### src/rtl/soc_run_pkg.sv
// soc_run_pkg: run-controller state encoding and default run parameters.
package soc_run_pkg;
    typedef enum logic [2:0] {
        ST_IDLE = 3'd0,
        ST_HOLD = 3'd1,
        ST_RUN  = 3'd2,
        ST_PASS = 3'd3,
        ST_FAIL = 3'd4
    } run_state_e;

    localparam logic [7:0] PASS_LEDS_DEF = 8'hA5;
    localparam int         TIMEOUT_DEF   = 10000;
endpackage

### src/rtl/soc_run_ctrl_irq_timer.sv
// irq_timer: one periodic interrupt channel with a sticky, ack-cleared pending bit.
module irq_timer #(
    parameter int TIMER_W = 32
) (
    input  logic               clock,
    input  logic               reset_n,
    input  logic               active,
    input  logic               clr,
    input  logic               keep,
    input  logic               en,
    input  logic [TIMER_W-1:0] period,
    input  logic               ack,
    output logic               pending
);
    logic [TIMER_W-1:0] timer_q, timer_d;
    logic               pending_q, pending_d, armed, wrap;

    // A timer already past a shrunken period keeps counting and wraps at 2^TIMER_W.
    always_comb begin
        armed     = active && en && period != '0;
        wrap      = armed && timer_q == period - TIMER_W'(1);
        timer_d   = clr ? '0 : !active ? timer_q : (!armed || wrap) ? '0 : timer_q + TIMER_W'(1);
        pending_d = keep && (wrap || (pending_q && !ack));
    end

    always_ff @(posedge clock or negedge reset_n) begin
        if (!reset_n) begin
            timer_q   <= '0;
            pending_q <= 1'b0;
        end else begin
            timer_q   <= timer_d;
            pending_q <= pending_d;
        end
    end

    assign pending = pending_q;
endmodule

### src/rtl/soc_run_ctrl.sv
// soc_run_ctrl: sequences core reset, drives periodic interrupts, and judges
// the run by trap LEDs or a cycle timeout.
module soc_run_ctrl
    import soc_run_pkg::*;
#(
    parameter int               RESET_CYCLES = 10,
    parameter int               NUM_IRQ      = 4,
    parameter int               TIMER_W      = 32,
    parameter int               TIMEOUT      = TIMEOUT_DEF,
    parameter int               LED_W        = 8,
    parameter logic [LED_W-1:0] PASS_LEDS    = LED_W'(PASS_LEDS_DEF)
) (
    input  logic                       clock,
    input  logic                       reset_n,
    input  logic                       start,
    input  logic [NUM_IRQ-1:0]         irq_en,
    input  logic [NUM_IRQ*TIMER_W-1:0] irq_period,
    input  logic [NUM_IRQ-1:0]         irq_ack,
    input  logic                       trap_in,
    input  logic [LED_W-1:0]           leds_in,
    output logic                       core_reset,
    output logic [NUM_IRQ-1:0]         irq_out,
    output logic [2:0]                 state,
    output logic                       done,
    output logic                       pass,
    output logic [31:0]                cycles,
    output logic [LED_W-1:0]           leds_final
);
    run_state_e       state_q, state_d;
    logic [31:0]      hold_q, hold_d, cycles_q, cycles_d;
    logic [LED_W-1:0] leds_q, leds_d;
    logic             core_reset_q, core_reset_d, done_q, done_d, pass_q, pass_d;
    logic             hold_entry, in_run, stay_run, run_end;

    always_comb begin
        state_d = state_q;
        hold_d  = hold_q;
        case (state_q)
            ST_IDLE, ST_PASS, ST_FAIL: if (start) begin
                state_d = ST_HOLD;
                hold_d  = '0;
            end
            ST_HOLD: if (hold_q == 32'(RESET_CYCLES - 1)) state_d = ST_RUN;
                     else hold_d = hold_q + 32'd1;
            ST_RUN: if (trap_in) state_d = (leds_in == PASS_LEDS) ? ST_PASS : ST_FAIL;
                    else if (cycles_q == 32'(TIMEOUT - 1)) state_d = ST_FAIL;
            default: state_d = ST_IDLE;
        endcase
        hold_entry   = state_d == ST_HOLD && state_q != ST_HOLD;
        in_run       = state_q == ST_RUN;
        stay_run     = state_d == ST_RUN;
        run_end      = in_run && !stay_run;
        cycles_d     = hold_entry ? '0 : (in_run && cycles_q != '1) ? cycles_q + 32'd1 : cycles_q;
        leds_d       = hold_entry ? '0 : run_end ? leds_in : leds_q;
        core_reset_d = !stay_run;
        done_d       = state_d == ST_PASS || state_d == ST_FAIL;
        pass_d       = state_d == ST_PASS;
    end

    always_ff @(posedge clock or negedge reset_n) begin
        if (!reset_n) begin
            state_q      <= ST_IDLE;
            hold_q       <= '0;
            cycles_q     <= '0;
            leds_q       <= '0;
            core_reset_q <= 1'b1;
            done_q       <= 1'b0;
            pass_q       <= 1'b0;
        end else begin
            state_q      <= state_d;
            hold_q       <= hold_d;
            cycles_q     <= cycles_d;
            leds_q       <= leds_d;
            core_reset_q <= core_reset_d;
            done_q       <= done_d;
            pass_q       <= pass_d;
        end
    end

    // Pending bits only survive into cycles that are still RUN.
    for (genvar k = 0; k < NUM_IRQ; k++) begin : g_irq
        irq_timer #(.TIMER_W(TIMER_W)) u_irq (
            .clock   (clock),
            .reset_n (reset_n),
            .active  (in_run),
            .clr     (hold_entry),
            .keep    (stay_run),
            .en      (irq_en[k]),
            .period  (irq_period[k*TIMER_W +: TIMER_W]),
            .ack     (irq_ack[k]),
            .pending (irq_out[k])
        );
    end

    assign state      = state_q;
    assign core_reset = core_reset_q;
    assign done       = done_q;
    assign pass       = pass_q;
    assign cycles     = cycles_q;
    assign leds_final = leds_q;
endmodule

### config.mk
export PLATFORM = sky130hd
export DESIGN_NAME = soc_run_ctrl
export DESIGN_NICKNAME = d
export VERILOG_FILES = /design/src/rtl/soc_run_pkg.sv /design/src/rtl/soc_run_ctrl_irq_timer.sv /design/src/rtl/soc_run_ctrl.sv
export SDC_FILE = /design/constraint.sdc
export NUM_CORES = 1
export LEC_CHECK = 0
export CORE_MARGIN = 4
export CORE_UTILIZATION = 48
export CTS_BUF_LIST = sky130_fd_sc_hd__clkbuf_4 sky130_fd_sc_hd__clkbuf_8 sky130_fd_sc_hd__clkbuf_16
export DETAILED_ROUTE_END_ITERATION = 16
export GPL_TIMING_DRIVEN = 0
export PLACE_DENSITY = 0.71
export SLEW_MARGIN = 40
export SYNTH_ARGS = -nofsm -noshare
export SYNTH_HDL_FRONTEND = slang
export SYNTH_SLANG_ARGS = --single-unit
### constraint.sdc
create_clock -name clock -period 2.9 [get_ports clock]
set_clock_uncertainty 0.2 [all_clocks]
set_input_delay 0.29 -clock clock [delete_from_list [all_inputs] [get_ports clock]]
set_output_delay 0.29 -clock clock [all_outputs]
set_load 0.02 [all_outputs]
# Word level (Yosys, flattened, before mapping)

Cells that the tools add are included.
Widths: inputs -> output; s select.

Flip-flop bits (word level): 210
Input bits: 148
Output and inout bits: 50
Logic and storage cells: 121

$add $sub $neg: 10
Equality and inequality tests: 19
Multiplexer cells: 25
Reduce and logical (&&, ||, !) cells: 52

Operators by type and width:

| kind                  | count |
|---|---|
| $mux 32               | 16 |
| $add 32x1->32 const B | 6 |
| $eq 32x32->1          | 4 |
| $reduce_bool 32->1    | 4 |
| $sub 32x1->32 const B | 4 |
| $pmux 32 s2           | 1 |
| $eq 32x14->1 const B  | 1 |
| $eq 32x4->1 const B   | 1 |
| $ne 32x32->1 const B  | 1 |
| $logic_and 1x1->1     | 23 |
| $mux 8                | 2 |
| $mux 3                | 5 |
| $eq 3x2->1 const B    | 4 |
| $logic_not 1->1       | 9 |
| $logic_or 1x1->1      | 9 |
| $pmux 3 s3            | 1 |
| $eq 8x8->1 const B    | 1 |
| $reduce_bool 2->1     | 4 |
| $eq 3x1->1 const B    | 2 |
| $eq 3x3->1 const B    | 2 |
| $ne 2x2->1 const B    | 2 |
| $logic_not 3->1       | 1 |
| $ne 3x1->1 const B    | 1 |
| $reduce_and 3->1      | 1 |
| $reduce_or 3->1       | 1 |

# Longest topological paths before layout

Gate-level depths: netlist (run 1).

Word-level depth: 9
Gate-level depth with buffers: 14
Mapped depth without buffers: 11

# Hierarchy

Synthesis (run 1) repeated with hierarchy kept, for this count alone.

Cell total of the unflattened synthesis: 2071
Area total of the unflattened synthesis: 16955.0 sq um

Modules (own cells, without submodules):

| module                         | instances | cells each | area each (sq um) | seq. area each (sq um) |
|---|---|---|---|---|
| irq_timer (g_irq[1].u_irq ...) | 3         | 391        | 3090.5            | 825.8 |
| soc_run_ctrl                   | 1         | 490        | 4493.1            | 1953.1 |
| irq_timer (g_irq[0].u_irq)     | 1         | 408        | 3190.6            | 825.8 |

# Worst setup path after synthesis (run 1)

OpenSTA, ideal clock, no wires.

Kind: input to register
From: input irq_period[72]
To: register g_irq[2].u_irq.timer_q[18]
Library setup time: 125 ps
Arrival time: 3400 ps
Required time: 2575 ps
Slack: -824 ps
Stages on the path: 12
Path buffers: 3
Path through: buf_4 > or4_4 > or4b_1 > buf_2 > nor4_1 > mux2_2 > a221oi_1 > nand4b_2 > o21a_1 > buf_6 > and2_1 > mux2_2

Longest elaborated chain between the ends: 7
Elaborated cells on any way between the ends: 10
Classes of those cells: 1 x add/sub; 1 x eq/ne; 3 x mux; 5 x reduce/logical

Ends and longest elaborated chain:

| element                                                     | line                                                       | source |
|---|---|---|
| start: declaration                                          | soc_run_ctrl.sv:17                                         | `input logic [NUM_IRQ*TIMER_W-1:0] irq_period,` |
| $sub 32x1->32 / $reduce_bool 32->1 (equally long branches)  | soc_run_ctrl_irq_timer.sv:21, soc_run_ctrl_irq_timer.sv:20 |  |
| $eq 32x32->1 / $logic_and 1x1->1 (equally long branches)    | soc_run_ctrl_irq_timer.sv:21, soc_run_ctrl_irq_timer.sv:20 |  |
| $logic_and 1x1->1 / $logic_not 1->1 (equally long branches) | soc_run_ctrl_irq_timer.sv:21, soc_run_ctrl_irq_timer.sv:22 |  |
| $logic_or 1x1->1 *                                          | soc_run_ctrl_irq_timer.sv:22                               | `timer_d = clr ? '0 : !active ? timer_q : (!armed \|\| wrap) ? '0 : timer_q + TIMER_W'(1);` |
| $mux 32 * (3 in a row)                                      | soc_run_ctrl_irq_timer.sv:22                               |  |
| end signal: assignment                                      | soc_run_ctrl_irq_timer.sv:31                               | `timer_q <= timer_d;` |
| end: declaration                                            | soc_run_ctrl_irq_timer.sv:15                               | `logic [TIMER_W-1:0] timer_q, timer_d;` |

Every way passes the cells marked *; elsewhere a longest branch is shown, timed or not. The select of a mux whose other input is x is not followed.
A chain may end at the register's enable or synchronous reset.

# Final worst setup path (run 1)

From: input irq_period[73]
To: register g_irq[2].u_irq.timer_q[7]

Same word-level chain as after synthesis.

==> run_results.csv, run 1 <==
group,metric,value,unit
outcome,status,"complete, but fails checks",
outcome,violated_checks,"setup timing",
clock_tree,worstSkewPairLatency,0.53,ns
clock_tree,h_tree_lvls,1,
layout,synthToLayoutAreaGrowth,40.8,%
synth,synth_cell_type_count,89,
synth,main_combinational_cell_family_by_area_after_synthesis,"simple AND/OR/NAND/NOR gates",
worst_setup_path,reg2regPathDepth,10,
timing,worst_slew_margin_rel,0.279,
drt,routed_wl,54800,um
run,max_cap_viol_count,0,
drt,drcViolationCount,0,
timing,final_hold_vio_count,0,
synth,synth.ff_latch_count,210,
clock_tree,clock_root_cell,"clkbuf_16",
synth,post_synth_xor_area_fraction,0.109,
drt,routedWlPerCell,19.7,um
synth,postSynthNetCount,2161,
drt,detailroute.via_count,17400,
clock_tree,cts.reportedPaths.clkPinSlew,0.06,ns
global_route,grt_max_degree,71,
drt,drt_iter0_drc,1310,
timing,timing.hold.ws,0.0819,ns
synth,synth_ff_type,"dfrtp_1",
worst_setup_path,setup.worst_path.end_class,"flip-flop",
synth,mean_post_synth_cell_area,8.14,um^2
synth,netlist_area,16300,um^2
layout,antennaDiodeCount,0,
place,post-place-ws,-1.57,ns
synth,synth_simple_gate_area_share,0.329,
timing,time_the_final_worst_path_needs_with_i_o_delays_and_setup,3.16,ns
timing,worstMarginPinSlew,1.08,ns
worst_setup_path,worstSetupPathType,"primary input to flip-flop",
place,globalplace.congestion,0.938,
timing,setup_tns,-12.23,ns
global_route,grt_pass1_vias,16400,
synth,synth.mux.area_fraction,0.0221,
drt,drt_first_pass_iters,6,
drt,detail_route.vias_per_cell,6.24,
die,initial_core_util,0.486,
die,die_x,192,um
timing,timing.final.ws_setup,-0.261,ns
die,io-pin-count,198,
power,totalPowerFinal,0.00883,W
worst_setup_path,worstPathArrival,3.38,ns
drt,postRouteAntennaNets,0,
synth,syn_inst,1998,
worst_setup_path,r2r-start,"g_irq[0].u_irq.timer_q[16]",
worst_setup_path,cp_data_required_time,3.12,ns
power,power.density_cell_area,386,nW/um^2
timing,maxClockFrequency,316,MHz
die,die-area,36900,um^2
power,max-vdd-ir-drop,0.503,mV
die,placementRows,67,
die,core_footprint,33400,um^2
worst_setup_path,r2r-end,"g_irq[0].u_irq.timer_q[8]",
clock_tree,cts_made_buffers,25,
worst_setup_path,worstSetupStartpointType,"primary input",
hold_path,hold_class,"primary input to async pin",
layout,final_layout_size_suffix_gt1_frac,0.254,
clock_tree,tritoncts_num_sinks,210,
clock_tree,cts_max_path_buffers,3,
synth,synth_adder_area_share,0.0122,
synth,postSynth.asyncResetShare,1.00,
timing,crit_share_post_route,1.09,
die,chipHeight,192,um
global_route,grt.overflow.total,0,
worst_setup_path,cp_max_fo,8,
layout,most_frequent_standard_cell_in_the_layout_excluding_fill_and_tap_cells,"dfrtp_1",
clock_tree,cts_tree,"done",
place,place_hpwl,37400,um
layout,fin_nets,2484,
synth,synth_compound_area_frac,0.156,
timing,setup_violations,115,
place,buffer_ports.inserted,190,
layout,mostFrequentLayoutCells,"183 x dfrtp_1, 162 x nand2_1, 156 x nor2_1, 128 x nand3_1, 116 x buf_4",
global_route,grt_antenna_before_repair,6,
power,leakagePower,9.13,nW
timing,slew_violations,0,
synth,yosys_warnings,0,
synth,number_of_enable_flip_flop_cells_after_synthesis,0,
timing,rsz0062_at_grt,"true",
global_route,grtUsageTotal,0.280,
global_route,global_route_wire_length_before_repair,85200,um
worst_setup_path,ff2ff_setup_slack,-0.19,ns
synth,sequential_fraction_of_the_synthesis_area,0.323,
worst_setup_path,worstSetupStartpoint,"irq_period[73]",
-- flip-flops by register name (all words and copies together) (netlist names) --
name	cells
core_reset	1
cycles	32
done	1
g_irq.u_irq.pending	4
g_irq.u_irq.timer_q	128
hold_q	32
leds_final	8
pass	1
state	3
-- area by class of cell --
cell class              instances  area [um^2]
repair buffers                331         3180
multi-input cells            1595        12100
plain buffers                  80          651
flip-flops and latches        210         5290
well taps                     448          561
inverters                      78          298
clock buffers                  39          762
fillers                      2627        10500
clock inverters                 7         71.3
-- cells by family after synthesis --
family                   Yosys count
AO/OA/AOI/OAI                    357
adder cells (fa/ha/maj)           16
buffers and inverters            193
flip-flops                       210
XOR/XNOR                         201
multiplexers                      35
AND/OR/NAND/NOR                  986
-- routing by layer --
metal,share of wire,up-vias,GRT usage
li1,-,8091,-
met1,0.42,8478,0.381
met2,0.48,668,0.456
met3,0.076,135,0.0518
met4,0.027,12,0.0809
met5,0.0015,-,0
-- worst max-delay path by stage --
stage	endpoint	slack (ns)	depth (start not counted)
3_5_place_dp	g_irq[2].u_irq.timer_q[7]	-1.57	12
2_1_floorplan	g_irq[2].u_irq.timer_q[18]	-0.72	12
4_1_cts	g_irq[2].u_irq.timer_q[18]	-0.25	12
6_report	g_irq[2].u_irq.timer_q[7]	-0.26	12
3_3_place_gp	g_irq[3].u_irq.timer_q[8]	-7.92	1
5_1_grt	g_irq[2].u_irq.timer_q[18]	-0.32	12
-- Yosys cell counts, drive strengths merged, types with 6 or more instances --
| library cell | number | share of area |
|---|---|---|
| dfrtp | 209 | 0.32 |
| nor2 | 171 | 0.039 |
| nand2 | 165 | 0.038 |
| nand3 | 158 | 0.049 |
| xnor2 | 114 | 0.061 |
| xor2 | 86 | 0.046 |
| clkbuf | 80 | 0.018 |
| nand4 | 79 | 0.030 |
| inv | 78 | 0.018 |
| nor4 | 72 | 0.030 |
| o21ai | 70 | 0.022 |
| nor3 | 67 | 0.021 |
| a21oi | 49 | 0.015 |
| or3 | 48 | 0.018 |
| and3 | 46 | 0.018 |
| buf | 35 | 0.012 |
| a31oi | 34 | 0.013 |
| or4 | 31 | 0.015 |
| o311ai | 30 | 0.016 |
| mux2i | 27 | 0.017 |
| a21o | 24 | 0.011 |
| nor2b | 22 | 0.0085 |
| and4 | 20 | 0.011 |
| o31ai | 20 | 0.0092 |
| and2 | 19 | 0.0073 |
| o211ai | 18 | 0.0083 |
| or2 | 17 | 0.0065 |
| ha | 15 | 0.012 |
| nand2b | 15 | 0.0058 |
| nor4b | 15 | 0.0085 |
| a22o | 13 | 0.0070 |
| a221o | 12 | 0.0074 |
| o22ai | 11 | 0.0042 |
| nor3b | 9 | 0.0042 |
| mux2 | 8 | 0.0055 |
| a211o | 7 | 0.0038 |
| o2111ai | 7 | 0.0038 |
| nand4b | 6 | 0.0036 |
| o221ai | 6 | 0.0032 |
-- power by group --
group	leakage (nW)	switching, W	internal, W
Combinational	5.83	0.00145	0.000992
Clock	0.424	0.00125	0.00190
Sequential	2.87	0.000171	0.00307
Total	9.13	0.00287	0.00596
-- critical path, stage by stage --
cell,delay (ns)
buf_8,0.09
or4_4,0.53
or4b_4,0.65
buf_4,0.20
nor4_2,0.31
nor3_2,0.12
a221oi_4,0.24
nand4b_4,0.16
o21ai_4,0.29
buf_6,0.18
o21ai_2,0.05
mux2_4,0.28
-- through the flow --
stage | std cells | util | instance area [um^2]
after floorplan | 1998 | - | 16700
after global placement | 2636 | 0.574 | 19200
after detailed placement | 2639 | 0.576 | 19300
after CTS | 2763 | 0.655 | 21900
after global routing | 2788 | 0.685 | 22900
final | 2788 | 0.685 | 22900
-- timing repair --
| action | 4_1_cts | 5_1_grt |
|---|---|---|
| hold buffers | 1 | 0 |
| cloned | 14 | 1 |
| pin swaps | 110 | 81 |
| resized for setup | 462 | 221 |
| buffers inserted | 86 | 37 |
| endpoints found under the setup margin | 188 | 169 |
| hold endpoints to repair | 171 | 0 |
(Power assumes the default switching activity.)
==> run 2, diff against run 1 <==
--- a/config.mk
+++ b/config.mk
@@ -5,6 +5,8 @@
 export SDC_FILE = /design/constraint.sdc
 export NUM_CORES = 1
 export LEC_CHECK = 0
+export ABC_CLOCK_PERIOD_IN_PS = 2900
+export CAP_MARGIN = 20
 export CORE_MARGIN = 4
 export CORE_UTILIZATION = 48
 export CTS_BUF_LIST = sky130_fd_sc_hd__clkbuf_4 sky130_fd_sc_hd__clkbuf_8 sky130_fd_sc_hd__clkbuf_16
==> results of run 2 <==
Same layout as run 1: the final DEF is identical, and so are final timing and power.
